==> src/rtl/reg_delay_line.sv <==
// reg_delay_line
//   Tapped shift register of DEPTH signed N-bit words. Each word has a valid
//   bit that travels with it. A saturating fill counter tracks the number of
//   enabled shifts since the last reset or flush. The output tap is selected
//   at run time.
//
// Ports
//   clk        rising-edge clock for all state
//   rst        synchronous active-high reset (highest priority)
//   en         1 = shift every stage by one, 0 = hold everything
//   flush      synchronous clear of stages, valid bits and fill count
//   in_valid   qualifier captured alongside in
//   in         signed word entering stage 0
//   sel        requested delay in enabled cycles (0 -> 1, >DEPTH -> DEPTH)
//   out        word at the selected tap (purely from registers)
//   out_valid  valid bit at the selected tap
//   full       fill count has reached DEPTH
//   count      enabled shifts since last clear, saturating at DEPTH
module reg_delay_line #(
  parameter int N     = 8,
  parameter int DEPTH = 12,
  parameter int SELW  = $clog2(DEPTH + 1)
) (
  input  logic                   clk,
  input  logic                   rst,
  input  logic                   en,
  input  logic                   flush,
  input  logic                   in_valid,
  input  logic signed [N-1:0]    in,
  input  logic        [SELW-1:0] sel,
  output logic signed [N-1:0]    out,
  output logic                   out_valid,
  output logic                   full,
  output logic        [SELW-1:0] count
);

  localparam int TAPW = $clog2(DEPTH);

  logic signed [N-1:0]    r_stage [DEPTH];
  logic        [DEPTH-1:0] r_valid;
  logic        [SELW-1:0]  r_count;
  logic        [TAPW-1:0]  w_tap;
  logic                    w_clear;

  assign w_clear = rst | flush;

  always_ff @(posedge clk) begin
    if (w_clear) begin
      for (int unsigned k = 0; k < DEPTH; k++) begin
        r_stage[k] <= '0;
      end
      r_valid <= '0;
      r_count <= '0;
    end else if (en) begin
      r_stage[0] <= in;
      for (int unsigned k = 1; k < DEPTH; k++) begin
        r_stage[k] <= r_stage[k-1];
      end
      r_valid <= {r_valid[DEPTH-2:0], in_valid};
      if (r_count != SELW'(DEPTH)) begin
        r_count <= r_count + SELW'(1);
      end
    end
  end

  // Delay d maps to stage index d-1; sel=0 is treated as d=1 and anything
  // beyond DEPTH is clamped to the last stage.
  always_comb begin
    w_tap = '0;
    if (sel == '0) begin
      w_tap = '0;
    end else if (sel > SELW'(DEPTH)) begin
      w_tap = TAPW'(DEPTH - 1);
    end else begin
      w_tap = TAPW'(sel - SELW'(1));
    end
  end

  assign out       = r_stage[w_tap];
  assign out_valid = r_valid[w_tap];
  assign count     = r_count;
  assign full      = (r_count == SELW'(DEPTH));

endmodule

==> config.mk <==
export PLATFORM = sky130hd
export DESIGN_NAME = reg_delay_line
export DESIGN_NICKNAME = d
export VERILOG_FILES = /design/src/rtl/reg_delay_line.sv
export SDC_FILE = /design/constraint.sdc
export NUM_CORES = 1
export LEC_CHECK = 0
export ABC_CLOCK_PERIOD_IN_PS = 5500
export BUFFER_PORTS_ARGS = -buffer_cell sky130_fd_sc_hd__buf_4
export CAP_MARGIN = 30
export CELL_PAD_IN_SITES_DETAIL_PLACEMENT = 1
export CELL_PAD_IN_SITES_GLOBAL_PLACEMENT = 2
export CORE_UTILIZATION = 44
export CTS_CLUSTER_SIZE = 24
export DETAILED_ROUTE_END_ITERATION = 10
export GPL_TIMING_DRIVEN = 0
export PLACE_DENSITY_LB_ADDON = 0.2
export SLEW_MARGIN = 40
export SYNTH_ARGS = -nofsm -noshare
export SYNTH_HDL_FRONTEND = slang
export SYNTH_SLANG_ARGS = --single-unit
==> constraint.sdc <==
create_clock -name clk -period 5.5 [get_ports clk]
set_clock_uncertainty 0.1 [all_clocks]
set_input_delay 0 -clock clk [delete_from_list [all_inputs] [get_ports clk]]
set_output_delay 0 -clock clk [all_outputs]
set_load 0.02 [all_outputs]
==> metrics.csv, run 1 <==
metric,value,unit
core area,12700,um^2
post-synthesis compound-gate area fraction,14.5,%
Fin. Hold Viols,0,
final antenna-violating net count,0,
Root Buffer Master,clkbuf_16,
Global Route Usage Sum,26.8,%
largest family of logic cells by synthesized area,simple AND/OR/NAND/NOR gates,
initial antenna violation count,0,
synth cell count leaders,"edfxtp_1 (96), and3_1 (80), nor2_1 (62)",
deepest clock path buffer count,2,
WL final,17.0,mm
met2 wire length,8.42,mm
CTS sink cnt,112,
WL met1,7.53,mm
Site Rows,41,
Final Cell Area,6670,um^2
DRC marker count from the first detailed-route iteration,469,
worst-path cell chain,buf_2 -> inv_2 -> ha_1 -> nor2b_1 -> buf_4 -> nor2_4 -> o21a_1 -> clkbuf_1 -> o21ai_0 -> a221oi_1 -> buf_4,
Worst Setup Start Kind,primary input,
Buffers on Ports,28,
Top Metal Used,met4,
Cell variety after synth,50,
Via density,5.92,
mux share of post-synthesis cell area,4.12,%
starting density of the core,45.6,%
Fmax,345,MHz
CTS buffer count,9,
synthesized instance count,556,
area post-placement,6280,um^2
# diodes,0,
Syn Std Cell Area,5800,um^2
WS Path Type,in2out,
share of the synthesized area in the top cell type,49.7,%
# setup viols final,0,
Worst Path Max Fanout,10,
XOR/XNOR Fraction of Synth Area,0.453,%
CTS H-tree lvls,3,
Synth Flop Type,edfxtp_1,
Worst Path Required,5400,ps
Tot Pwr,1.96,mW
Final WS setup,2600,ps
layout cells sized above 1,12.8,%
Post-synth EDFFs,96,
Die Span X,117,um
max cap viols,0,
part of the Yosys area used for sequential elements,55.2,%
max-slew violation count,0,
Mapped Nets,577,
Mean Syn Cell Area,10.4,um^2
Total Nets Final,627,
worst path arrival time,2800,ps
pre-CTS WS,2630,ps
Pre-antenna DRT Iters,4,
RSZ-0062 raised after global routing,false,
HPWL Detailed,12.2,mm
clock latency on the worst-skew pair,360,ps
Overflow after GRT,0,
Simple-Gate Fraction of Synth Area,19.7,%
Synth Area in Adders,0.863,%
leakage power,2.85,nW
"slowest stage delay, CP",420,ps
met3 wire length,661,um
post-synthesis register bit count,112,
first-pass GRT wire length,26.6,mm
period utilization,52.8,%
asr flop ratio synth,0,%
WL/cell,21.7,um
worst vdd ir,0.208,mV
Least-Margin Pin Slew,797,ps
outcome,"finished, final reports clean",
"Min Clock Period, post-route",2900,ps
vias in the first global route,4756,
crit end category,output pin,
vias,4636,
Area growth syn-to-layout,15.0,%
TNS Setup,0,ps
GPL Wtd Cong,0.856,
largest net degree at the start of global routing,37,
largest area contributor in the netlist,edfxtp_1,
Post-route DRC,0,
Synth area leaders,"edfxtp_1 (50%), and3_1 (8.6%), dfxtp_1 (5.5%)",
DIE HEIGHT,117,um
HP Class,in2reg,
top-count cell post-synth,edfxtp_1,
Pwr Density,293,nW/um^2
"Reg clk slew, reported paths",80,ps
WHS,37.2,ps
CTS tree,built,
slowest stage cell on the critical path,a221oi_1,
Ys Warns,0,
Slew headroom,46.9,%
Crit path top cell by count,buf_4,
io pins,31,
die area,13600,um^2
[path summary, 6_finish.rpt]
check / start / to / slack [ps] / cells after the start
max: sel[0] / out[4] / 2600 / 11
min: rst / count[1] / 40 / 4
max reg2reg: count[0] / count[3] / 3990 / 7
min reg2reg: count[1] / count[1] / 420 / 2
[layout make-up]
cell class,instances,area [um^2]
tap,172,215
inverter,16,60.1
fill,1457,6050
multi-input combinational,377,2310
clock inverter,5,67.6
timing repair buffer,39,340
buffer,51,240
sequential,112,3200
clock buffer,11,233
[routing by layer]
metal | track usage (%) | up-vias
met5 | 0 | -
li1 | - | 2174
met3 | 4.94 | 25
met2 | 45.0 | 105
met4 | 9.70 | 0
met1 | 34.9 | 2332
[state kept, by name, summed over array words and instances, names as in the netlist]
name / flops
count: 4
r_stage: 96
r_valid: 12
[power by group]
group	leakage [nW]	internal, mW	switching (mW)
Combinational	1.46	0.112	0.200
Sequential	1.25	0.952	0.0195
Clock	0.146	0.360	0.313
Total	2.85	1.42	0.532
[through the flow]
stage               utilization, %  std cells
finish                        52.4        783
global route                  52.4        783
CTS                           52.4        783
detailed placement            49.3        758
global placement              48.9        756
floorplan                        -        556
[worst max-delay path: cells and delay by family]
family | cells | cell delay (ps)
simple gates | 2 | 400
fa+ha+maj | 1 | 250
compound gates | 3 | 1060
buf+inv | 5 | 1100
[placed cells by master, fill, tap and decap left out, types with 11 or more instances in the layout]
cell	instances
and3_1	80
nor2_1	62
dfxtp_1	16
edfxtp_1	96
mux2i_1	15
inv_1	15
buf_4	30
clkbuf_1	31
a221oi_1	19
a21oi_1	50
nand2_1	37
o21ai_0	11
[what timing repair did]
action / in CTS / in global routing
resized for setup: 0 / 0
hold buffers: 9 / 0
hold endpoints to repair: 9 / 0
buffers inserted: 0 / 0
endpoints found under the setup margin: 0 / 0
[kinds of logic (layout without fill, tap and decap cells)]
logic type,count (synthesis),in the layout
mux,23,23
flops,112,112
buf+inv,67,122
compound gates,126,126
simple gates,221,221
fa+ha+maj,4,4
xor+xnor,3,3
(Power assumes the default switching activity.)
==> run 2: changes to the inputs <==
--- a/config.mk
+++ b/config.mk
@@ -5,12 +5,13 @@
 export SDC_FILE = /design/constraint.sdc
 export NUM_CORES = 1
 export LEC_CHECK = 0
-export ABC_CLOCK_PERIOD_IN_PS = 5500
+export ABC_AREA = 1
+export ABC_CLOCK_PERIOD_IN_PS = 3000
 export BUFFER_PORTS_ARGS = -buffer_cell sky130_fd_sc_hd__buf_4
 export CAP_MARGIN = 30
 export CELL_PAD_IN_SITES_DETAIL_PLACEMENT = 1
 export CELL_PAD_IN_SITES_GLOBAL_PLACEMENT = 2
-export CORE_UTILIZATION = 44
+export CORE_UTILIZATION = 38
 export CTS_CLUSTER_SIZE = 24
 export DETAILED_ROUTE_END_ITERATION = 10
 export GPL_TIMING_DRIVEN = 0
==> constraint.sdc (replaced) <==
create_clock -name clk -period 3 [get_ports clk]
set_clock_uncertainty 0.1 [all_clocks]
set_input_delay 0 -clock clk [delete_from_list [all_inputs] [get_ports clk]]
set_output_delay 0 -clock clk [all_outputs]
set_load 0.02 [all_outputs]
==> run 2 against run 1 <==
Compared with the run above: critical path depth up 3; via count down 8.1%; global-route usage decreased by 4.6 points; sequential cell count stayed put; core utilization decreased by 6.5 points; register-to-register slack lost 2600 ps; combinational power is 71% higher; cell area is 4.1% lower; critical endpoint is now out[7]; largest power group unchanged.
==> metrics.csv, run 2 <==
metric,value,unit,change
Worst Path Max Fanout,10,,unchanged
Syn Std Cell Area,5460,um^2,-5.9%
Pre-antenna DRT Iters,7,,+3
placed instance count,820,,+8.2%
initial antenna violation count,0,,unchanged
Least-Margin Pin Slew,787,ps,-9.25 ps
Pwr Density,564,nW/um^2,+92%
GPL Wtd Cong,0.768,,-10%
pre-CTS WS,769,ps,-1860 ps
top-count cell post-synth,inv_1,,
worst-path cell chain,buf_4 -> inv_1 -> ha_1 -> inv_1 -> nand3_2 -> nand2_2 -> nand2_2 -> clkbuf_1 -> nand2_1 -> nand3_1 -> nand3_1 -> nand3_1 -> nand2_1 -> buf_4,,
Die Span X,122,um,+4.3%
Via density,5.01,,-15%
Worst Setup Start Kind,primary input,,
TNS Setup,0,ps,unchanged
starting density of the core,39.2,%,-6.4 points
"Largest delay share family, worst path",buffers and inverters,,
"Reg clk slew, reported paths",70,ps,about the same
outcome,"finished, final reports clean",,
layout cells sized above 1,12.1,%,-0.68 points
core area,13900,um^2,+9.5%
share of the synthesized area in the top cell type,52.8,%,+3.1 points
Sw Share,26.5,%,-0.67 points
HPWL Detailed,9.90,mm,-19%
max cap viols,0,,unchanged
part of the Yosys area used for sequential elements,58.7,%,+3.5 points
crit end category,output pin,,
Sequential Power Share,48.8,%,-0.9 points
WS Path Type,in2out,,
"Min Clock Period, post-route",2210,ps,
post-synthesis register bit count,112,,unchanged
DIE HEIGHT,122,um,+4.3%
# diodes,0,,unchanged
CTS buffer count,9,,unchanged
area post-placement,5950,um^2,-5.2%
Fin. Hold Viols,0,,unchanged
Buffers on Ports,30,,+7.1%
Crit path top cell by count,nand3_1,,
Comb power frac,14.8,%,-1.1 points
Cell variety after synth,23,,-54%
Synth Flop Type,edfxtp_1,,
Global Route Usage Sum,22.2,%,-4.6 points
switching power total,0.958,mW,+80%
synth cell count leaders,"inv_1 (116), nand3_1 (105), nor2_1 (103)",,
first-pass GRT wire length,23.9,mm,-10%
Clk pwr share,36.4,%,+2.0 points
cts repair resizes,0,,unchanged
io pins,31,,unchanged
Slew headroom,47.5,%,+0.62 points
CTS sink cnt,112,,unchanged
deepest clock path buffer count,2,,unchanged
vias,4262,,-8.1%
CTS Hold Bufs,14,,+5
Total Nets Final,686,,+9.4%
post-CTS setup buffer count,0,,unchanged
vias in the first global route,4352,,-8.5%
Post-route DRC,0,,unchanged
largest net degree at the start of global routing,59,,+59%
Synth area leaders,"edfxtp_1 (53%), nand3_1 (9.6%), inv_1 (8.0%)",,
Final Cell Area,6400,um^2,-4.1%
clock latency on the worst-skew pair,360,ps,about the same
Mean Syn Cell Area,8.96,um^2,-14%
DRC marker count from the first detailed-route iteration,228,,-51%
leakage power,2.72,nW,-4.5%
RSZ-0062 raised after global routing,false,,
worst path arrival time,2110,ps,-690 ps
Worst Path Required,2900,ps,-2500 ps
period utilization,73.7,%,
Largest Register,r_stage,,
# setup viols final,0,,unchanged
Mapped Nets,630,,+9.2%
CTS H-tree lvls,3,,unchanged
max-slew violation count,0,,unchanged
Post-synth EDFFs,96,,unchanged
largest area contributor in the netlist,edfxtp_1,,
worst path bufs/invs,5,,unchanged
synthesized instance count,609,,+9.5%
Int Power,2.65,mW,+86%
WL/cell,17.8,um,-18%
max FFs per register,96,,unchanged
most frequent cells in the layout,"inv_1 (116), nand3_1 (105), nor2_1 (103), edfxtp_1 (96), nand2_1 (83)",,
HP Class,in2reg,,
Site Rows,43,,+4.9%
Non-Filler Instances,850,,+8.6%
fin util,45.9,%,-6.5 points
Area growth syn-to-layout,17.2,%,
final antenna-violating net count,0,,unchanged
"slowest stage delay, CP",550,ps,+130 ps
"commonest non-fill, non-tap cell in the layout",inv_1,,
asr flop ratio synth,0,%,unchanged
Fmax,452,MHz,
WL final,15.1,mm,-11%
worst vdd ir,0.309,mV,+48%
CTS tree,built,,
slowest stage cell on the critical path,clkbuf_1,,
Overflow after GRT,0,,unchanged
Root Buffer Master,clkbuf_16,,
Final WS setup,790,ps,-1810 ps
Ys Warns,0,,unchanged
die area,14800,um^2,+8.8%
[run 2: tightest hold or removal path, stage by stage]
cell and delay [ps]:
buf_4 80, nor2_1 70, inv_2 230, nor2_1 90
[run 2: metrics by stage]
step                      power (mW)  hold slack (ps)
final                           3.61             51.3
after floorplan                 2.12             38.7
after global routing            3.74             86.3
after CTS                       3.63             66.5
after global placement          2.30              139
after detailed placement        2.32              142
[run 2: logic make-up after synthesis]
kind of cell / after synthesis / synth area share (%)
buffers and inverters: 151 / 11.5
AND/OR/NAND/NOR: 299 / 23.5
XOR/XNOR: 2 / 0.321
AO/OA/AOI/OAI: 41 / 5.13
adder cells (fa/ha/maj): 4 / 0.917
flip-flops: 112 / 58.7
[run 2: area by class of cell]
cell class / instances / area, um^2
buffer: 31 / 186
clock buffer: 10 / 229
clock inverter: 6 / 83.8
fill: 1632 / 7530
inverter: 120 / 450
multi-input combinational: 346 / 1630
sequential: 112 / 3200
tap: 180 / 225
timing repair buffer: 45 / 393
[run 2: path summary, 6_finish.rpt]
path | startpoint | endpoint | slack (ps) | cells past startpoint
setup / recovery | sel[0] | out[7] | 790 | 14
hold / removal | flush | count[3] | 50 | 4
setup reg to reg | count[0] | count[3] | 1420 | 8
hold reg to reg | r_valid[4] | r_valid[4] | 410 | 2
[run 2: power by group through the flow]
stage                     clock [mW]  combinational [mW]  sequential (mW)
after floorplan                    0               0.322             1.80
after global placement             0               0.505             1.80
after detailed placement           0               0.524             1.80
after CTS                       1.33               0.541             1.76
after global routing            1.38               0.593             1.77
final                           1.31               0.534             1.76
[run 2: layer usage]
metal  wire, um  part of all wire (%)  track usage [%]  vias up
li1           -                     -                -     2076
met1       6830                    45             28.6     2101
met2       7580                    50             37.6       69
met3        503                   3.3             3.56       16
met4        216                   1.4             7.95        0
met5          0                     0                0        -
==> run 3: changes to the inputs <==
--- a/config.mk
+++ b/config.mk
@@ -5,13 +5,13 @@
 export SDC_FILE = /design/constraint.sdc
 export NUM_CORES = 1
 export LEC_CHECK = 0
-export ABC_AREA = 1
-export ABC_CLOCK_PERIOD_IN_PS = 3000
+export ABC_AREA = 0
+export ABC_CLOCK_PERIOD_IN_PS = 2000
 export BUFFER_PORTS_ARGS = -buffer_cell sky130_fd_sc_hd__buf_4
 export CAP_MARGIN = 30
 export CELL_PAD_IN_SITES_DETAIL_PLACEMENT = 1
 export CELL_PAD_IN_SITES_GLOBAL_PLACEMENT = 2
-export CORE_UTILIZATION = 38
+export CORE_UTILIZATION = 37
 export CTS_CLUSTER_SIZE = 24
 export DETAILED_ROUTE_END_ITERATION = 10
 export GPL_TIMING_DRIVEN = 0
==> constraint.sdc (replaced) <==
create_clock -name clk -period 2 [get_ports clk]
set_clock_uncertainty 0.1 [all_clocks]
set_input_delay 0 -clock clk [delete_from_list [all_inputs] [get_ports clk]]
set_output_delay 0 -clock clk [all_outputs]
set_load 0.02 [all_outputs]
==> run 3 against run 2 <==
Compared with the run above: the run now ends with setup timing left; via count increased by 11%; clock power rose by 40%; sequential share of layout area shrank 5.8 points; critical path depth decreased by 2; wire length grew 22%; core utilization grew 1.5 points; non-clock buffer count up 31; global-route usage rose by 2.0 points; final cell count is 1.2% lower; sequential cell count stayed put; clock-buffer cell count is 1 higher.
==> metrics.csv, run 3 (synthesis gave the netlist of run 1 again) <==
metric,value,unit,change
# diodes,0,,unchanged
RR Endpoint,count[3],,
Area growth syn-to-layout,24.6,%,
Worst Setup Start Kind,primary input,,
Total Nets Final,645,,-6.0%
period utilization,102,%,
leakage power,3.06,nW,+13%
DIE HEIGHT,127,um,+4.4%
core area,15300,um^2,+9.5%
"Reg clk slew, reported paths",80,ps,about the same
Largest Register,r_stage,,
WHS,49.7,ps,-1.63 ps
Site Rows,45,,+4.7%
Comb power frac,19.2,%,+4.4 points
starting density of the core,38.0,%,-1.2 points
hold-critical path endpoint,count[0],,
vias,4736,,+11%
max cap viols,0,,unchanged
# setup viols final,7,,+7
first-pass GRT wire length,28.8,mm,+20%
Overflow after GRT,0,,unchanged
flop-to-flop setup slack,500,ps,-920 ps
HPWL Detailed,12.5,mm,+27%
Int Power,4.02,mW,+52%
WS Path Type,in2out,,
Die Span X,127,um,+4.4%
crit end category,output pin,,
Global Route Usage Sum,24.2,%,+2.0 points
CTS tree,built,,
Fin. Hold Viols,0,,unchanged
switching power total,1.56,mW,+63%
CTS H-tree lvls,3,,unchanged
initial antenna violation count,0,,unchanged
WL/cell,22.0,um,+24%
"commonest non-fill, non-tap cell in the layout",edfxtp_1,,
hold path start,en,,
worst path arrival time,1950,ps,-160 ps
worst vdd ir,0.488,mV,+58%
"Min Clock Period, post-route",2050,ps,
io pins,31,,unchanged
Slew headroom,53.2,%,+5.7 points
CTS buffer count,9,,unchanged
Worst Path Max Fanout,4,,-6
Clk pwr share,33.0,%,-3.4 points
Sequential Power Share,47.8,%,-1.0 points
Buffers on Ports,28,,-6.7%
Pwr Density,773,nW/um^2,+37%
CTS sink cnt,112,,unchanged
die area,16200,um^2,+9.0%
HP Class,in2reg,,
Min-Delay Path Depth,4,,unchanged
failing checks,setup timing,,
GPL Wtd Cong,0.817,,+6.4%
outcome,"complete, but fails checks",,
Tot Pwr,5.59,mW,+55%
Worst Path Required,1900,ps,-1000 ps
Root Buffer Master,clkbuf_16,,
vias in the first global route,4935,,+13%
Least-Margin Pin Slew,701,ps,-85.9 ps
DRC marker count from the first detailed-route iteration,363,,+59%
Via density,5.64,,+12%
worst reg2reg path depth,7,,-1
final antenna-violating net count,0,,unchanged
Fmax,488,MHz,
layout cells sized above 1,22.7,%,+11 points
RSZ-0062 raised after global routing,true,,
Final Cell Area,7230,um^2,+13%
Sw Share,28.0,%,+1.4 points
WL final,18.5,mm,+22%
clock latency on the worst-skew pair,360,ps,about the same
Final WS setup,-49.0,ps,-839 ps
deepest clock path buffer count,2,,unchanged
r2r startpoint,count[0],,
Post-route DRC,0,,unchanged
most frequent cells in the layout,"edfxtp_1 (96), and3_1 (80), nor2_1 (59), a21oi_1 (47), buf_4 (42)",,
max FFs per register,96,,unchanged
largest net degree at the start of global routing,35,,-41%
# fillers,1702,,+4.3%
Pre-antenna DRT Iters,4,,-3
max-slew violation count,0,,unchanged
area post-placement,6410,um^2,+7.8%
run 3: cell types whose count changed in the layout (fill, tap and decap cells not counted), moves of 8 or more:
| cell | change |
|---|---|
| and2_1 | +9 |
| nand2_1 | -47 |
| nand3_1 | -101 |
| a221oi_2 | +8 |
| a221oi_1 | +9 |
| o221ai_1 | +8 |
| clkbuf_1 | +11 |
| o211ai_2 | -8 |
| a21oi_1 | +37 |
| mux2i_1 | +15 |
| inv_1 | -102 |
| nor2_1 | -44 |
| and3_1 | +80 |
run 3: how the worst max path moves through the flow:
stage / startpoint / to / slack (ps) / cells past startpoint
after floorplan: sel[0] / out[1] / -70 / 9
after global placement: sel[0] / out[4] / -700 / 10
after detailed placement: sel[0] / out[3] / -750 / 10
after CTS: sel[1] / out[0] / -180 / 14
after global routing: sel[0] / out[7] / -120 / 11
final: sel[0] / out[4] / -50 / 12
run 3: layout make-up:
class,instances,area [um^2],area share [%]
flip-flops and latches,112,3200,44.3
multi-input cells,378,2580,35.7
repair buffers,60,551,7.61
plain buffers,47,274,3.79
well taps,211,264,3.65
clock buffers,11,233,3.22
inverters,16,70.1,0.969
clock inverters,5,55.1,0.761
run 3: power by group through the flow:
stage          sequential [mW]  combinational (mW)  clock (mW)
2_1_floorplan             2.70               0.561           0
3_3_place_gp              2.72               0.861           0
3_5_place_dp              2.72               0.886           0
4_1_cts                   2.67                1.02        1.87
5_1_grt                   2.68                1.15        1.96
6_report                  2.67                1.08        1.84
run 3: what timing repair did:
action | CTS | global route
cloned | 3 | 0
setup buffers | 16 | 5
hold buffers | 9 | 0
pin swaps | 17 | 14
endpoints found under the hold margin | 9 | 0
gates resized for setup | 49 | 42
endpoints found under the setup margin | 36 | 9
run 3: through the flow:
stage	worst slack, ps	cells	utilization, %	setup TNS [ps]
2_1_floorplan	-69.5	556	-	-164
3_3_place_gp	-702	795	41.7	-52280
3_5_place_dp	-752	797	42.0	-21930
4_1_cts	-179	840	46.6	-894
5_1_grt	-120	840	47.4	-809
6_report	-49.0	840	47.4	-164
run 3: critical path, cell delays in order:
cell and delay (ps):
buf_12 80, inv_8 30, ha_4 150, and2b_2 260
nor2_4 50, or2_4 280, buf_8 140, buf_12 130
mux2_4 220, o21ai_4 80, a221oi_2 320, buf_4 190
run 3: routing by layer:
| layer | share of wire (%) | vias to the layer above | global-route usage, % |
|---|---|---|---|
| li1 | - | 2206 | - |
| met1 | 45 | 2414 | 31.4 |
| met2 | 49 | 88 | 40.8 |
| met3 | 3.7 | 28 | 4.10 |
| met4 | 2.0 | 0 | 8.61 |
| met5 | 0 | - | 0 |
